<file path="src/rtl/piso_shift_register_array.sv">
// Parallel-in, serial-out lane array: one load of BIT_WIDTH DEPTH-bit words, shifted out MSB-first.
// Optional macro PISO_SHIFT_REGISTER_ARRAY_BACK_TO_BACK_EN accepts a new load on the last beat's handshake.
module piso_shift_register_array #(
    parameter int unsigned BIT_WIDTH = 8,
    parameter int unsigned DEPTH     = 8
) (
    input  logic                       clk,
    input  logic                       reset,
    input  logic [BIT_WIDTH*DEPTH-1:0] load_data,
    input  logic                       load_valid,
    output logic                       load_ready,
    output logic [BIT_WIDTH-1:0]       out,
    output logic                       out_valid,
    input  logic                       out_ready,
    output logic                       out_last,
    output logic                       busy
);
    localparam int unsigned CW = $clog2(DEPTH);
    localparam logic [CW-1:0] LAST = CW'(DEPTH - 1);

    typedef enum logic {IDLE, SHIFT} state_t;

    state_t           r_state;
    state_t           w_next_state;
    logic [CW-1:0]    r_count;
    logic [DEPTH-1:0] r_lanes [BIT_WIDTH];
    logic             w_handshake;
    logic             w_load;

    assign w_handshake = out_valid && out_ready;
    assign w_load      = load_valid && load_ready;

    always_ff @(posedge clk) begin
        if (reset) begin
            r_state <= IDLE;
        end else begin
            r_state <= w_next_state;
        end
    end

    always_comb begin
        w_next_state = r_state;
        case (r_state)
            IDLE:    if (w_load) w_next_state = SHIFT;
            SHIFT:   if (w_handshake && out_last && !w_load) w_next_state = IDLE;
            default: w_next_state = IDLE;
        endcase
    end

    always_comb begin
        out_valid = (r_state == SHIFT);
        busy      = (r_state == SHIFT);
        out_last  = (r_state == SHIFT) && (r_count == LAST);
`ifdef PISO_SHIFT_REGISTER_ARRAY_BACK_TO_BACK_EN
        load_ready = (r_state == IDLE) || (out_last && out_ready);
`else
        load_ready = (r_state == IDLE);
`endif
        out = '0;
        for (int unsigned i = 0; i < BIT_WIDTH; i++) begin
            out[i] = (r_state == SHIFT) && r_lanes[i][DEPTH-1];
        end
    end

    // A load takes priority over the shift so a back-to-back load replaces the drained lanes.
    always_ff @(posedge clk) begin
        if (reset) begin
            r_count <= '0;
            for (int unsigned i = 0; i < BIT_WIDTH; i++) begin
                r_lanes[i] <= '0;
            end
        end else if (w_load) begin
            r_count <= '0;
            for (int unsigned i = 0; i < BIT_WIDTH; i++) begin
                r_lanes[i] <= load_data[i*DEPTH +: DEPTH];
            end
        end else if (w_handshake) begin
            r_count <= out_last ? '0 : r_count + 1'b1;
            for (int unsigned i = 0; i < BIT_WIDTH; i++) begin
                r_lanes[i] <= {r_lanes[i][DEPTH-2:0], 1'b0};
            end
        end
    end
endmodule

</file>
<file path="config.mk">
export PLATFORM = sky130hd
export DESIGN_NAME = piso_shift_register_array
export DESIGN_NICKNAME = d
export VERILOG_FILES = /design/src/rtl/piso_shift_register_array.sv
export SDC_FILE = /design/constraint.sdc
export NUM_CORES = 1
export LEC_CHECK = 0
export BUFFER_PORTS_ARGS = -buffer_cell sky130_fd_sc_hd__buf_2
export CORE_ASPECT_RATIO = 0.5
export CORE_UTILIZATION = 46
export DETAILED_ROUTE_END_ITERATION = 16
export HOLD_SLACK_MARGIN = 0.1
export PLACE_DENSITY = 0.84
export SYNTH_ARGS = -nofsm -noshare
export SYNTH_HDL_FRONTEND = slang
export SYNTH_SLANG_ARGS = --single-unit
</file>
<file path="constraint.sdc">
create_clock -name clk -period 2.1 [get_ports clk]
set_input_delay 0 -clock clk [delete_from_list [all_inputs] [get_ports clk]]
set_output_delay 0 -clock clk [all_outputs]
set_load 0.03 [all_outputs]
</file>
==> flow_summary.ini <==
[placement]
port_buffers = 79
hpwl_um = 3630
pre_cts_slack_ns = 0.579
gp_congestion = 0.810

[critical_path]
required_ns = 2.37
path_class = reg2reg
cp_cell_sequence = ha_1, ha_1, a311oi_1, dlygate4sd3_1
crit_fanout = 4
cp_slowest_cell = dlygate4sd3_1
crit_top_cell = ha_1
slowest_delay_ns = 0.58
crit_path_end_kind = register
arrival_ns = 1.96
start_kind = register

[cells_and_area]
area_growth_pct = 49.3
nNetsFinal = 391
register_area_um2 = 1960
fill_cells = 356
multi_input_area_um2 = 733
diodes = 0
layout-drive-gt1-share_pct = 30.8

[power_and_ir_drop]
power.leakage_nw = 1.80
power_density_nw_per_um2 = 796
vdd_drop_max_mv = 0.510
power_mw = 3.32

[die]
die_w_um = 112
start_util_pct = 49.3
die_area_um2 = 6400
fp-row-count = 19
io_pins = 80
core_area_um2 = 5660
fp.dieH_um = 57.1

[clock_tree]
clockBufferDepth = 2
htreeDepth = 3
clk_pin_slew_worst_paths_ns = 0.05
cts.sinks = 68
cts_buffers = 9
post_cts_buffers = 0
clock-root-buffer = clkbuf_16
holdBufCountCts = 66
cts_tree = built
post_cts_resized = 0
clk_latency_ns = 0.33

[synthesis]
yosysSeqAreaShare_pct = 70.3
synth_fa_ha_area_share_pct = 0.897
ys_ff_latch = 68
ys_types = 19
synth_fp_nets = 244
syn_inst = 174
avgSynthCellArea_um2 = 16.0
synth-simple-area-share_pct = 4.39
synth_top_family_by_area = compound AO/OA/AOI/OAI gates
synthXorXnorAreaFrac_pct = 0
synthMuxAreaShare_pct = 0.359
yosys_warnings = 0
synth_compound_area_share_pct = 20.4
netlist_area_um2 = 2790

[sta]
drv_slew = 0
timing.fmax_ghz = 0.593
rsz0062_at_grt = no
worstMarginPinSlew_ns = 0.587
min_period_ns = 1.69
slew_headroom_pct = 60.7
skew_ns = 0.00677
hold_viol = 0
finalCritPeriodShare_pct = 80.4
worst_slack_ns = 0.412
setup-violations-final = 0

[global_route]
busiest_layer = met2
grt_pass1_vias = 2257
met1_usage_pct = 27.8
grt_first_pass_wirelength_um = 11200
grt_max_degree = 60
antenna_found_initial = 0
grt.total_usage_pct = 24.0
gr-usage-met3_pct = 5.95
grt_overflow = 0
gr-usage-met2_pct = 43.6

[outcome]
status = complete, but fails checks
violations = DRC

[routing]
first_iter_violations = 126
wl_per_cell_um = 18.2
viasPerCell = 5.49
drc = 2
drtAntennaViolNets = 0
dr.pass1.iters = 10
num_vias = 2184
postRouteWirelength_um = 7230

[worst_hold_path]
worstHoldPathType = in2reg

[run]
max_cap_viol_count = 0
## path summary, 6_finish.rpt
check	start	endpoint	slack, ns	cells after the start
max	r_count[0]	busy	0.41	4
min	load_valid	r_lanes[3][8]	0.40	4
max reg2reg	r_count[0]	busy	0.41	4
min reg2reg	r_lanes[2][0]	r_lanes[2][0]	0.50	1
## cell type report
| type | instances | share of cell area, % |
|---|---|---|
| Clock inverter | 3 | 0.360 |
| Timing Repair Buffer | 152 | 26.9 |
| Inverter | 2 | 0.180 |
| Multi-Input combinational cell | 88 | 17.6 |
| Tap cell | 73 | 2.19 |
| Clock buffer | 12 | 5.68 |
| Sequential cell | 68 | 47.1 |
## worst max-delay path, delay by kind of cell (launching register included)
family	cells	cell delay [ns]
buffers and inverters	1	0.58
adders and majority gates	2	0.43
AOI/OAI and AO/OA	1	0.29
DFF	1	0.32
## state kept, by name, summed over array words and instances (netlist names)
signal,count
busy,1
r_count,3
r_lanes,64
## cells in the mapped netlist, drive strengths merged
cell	count	share of area [%]
dfxtp	8	5.7
inv	1	0.13
edfxtp	60	65
buf	15	3.2
nor2	2	0.27
a32o	7	2.5
ha	2	0.90
nor2b	1	0.22
and2	13	2.9
mux2i	1	0.36
clkinv	1	0.13
nand2	3	0.40
clkbuf	1	0.13
a311oi	1	0.31
nor3b	1	0.27
and3b	1	0.31
a22o	56	18
## per-layer routing
layer	wire [µm]	up-vias	part of all wire [%]
met3	372	19	5.1
met4	172	0	2.4
met2	3810	86	53
li1	-	1005	-
met5	0	-	0
met1	2870	1074	40
## power breakdown
part / internal, mW / switching, mW / total [mW]
Combinational: 0.194 / 0.167 / 0.361
Clock: 0.786 / 0.530 / 1.32
Sequential: 1.60 / 0.0420 / 1.64
Total: 2.58 / 0.739 / 3.32
## stage by stage
| stage | std cells | TNS, ns | hold slack [ns] | instance area [µm²] | utilization, % |
|---|---|---|---|---|---|
| final | 398 | 0 | 0.399 | 4170 | 73.6 |
| after global routing | 398 | 0 | 0.431 | 4170 | 73.6 |
| after CTS | 398 | 0 | 0.358 | 4170 | 73.6 |
| after detailed placement | 317 | 0 | 0.215 | 3250 | 57.5 |
| after global placement | 317 | 0 | 0.212 | 3250 | 57.5 |
| after floorplan | 174 | -1.29 | 0.0721 | 2790 | - |
## kinds of logic (layout without fill, tap and decap cells)
logic type      Yosys count  in the layout
fa+ha+maj                 2              2
simple gates             21             21
buf+inv                  18            169
compound gates           64             64
mux                       1              1
flops                    68             68
## layout by cell type, fill, tap and decap left out
cell type       n
a22o_1         56
a311oi_1        1
a32o_1          7
and2_1         13
and3b_2         1
buf_12          1
buf_2          79
buf_4           6
clkbuf_1        3
clkbuf_16       9
clkinv_1        1
clkinv_2        3
dfxtp_1         8
dlygate4sd3_1  66
edfxtp_1       60
ha_1            2
inv_1           1
mux2i_1         1
nand2_1         3
nor2_1          2
nor2b_1         1
nor3b_2         1
(Power assumes the default switching activity.)
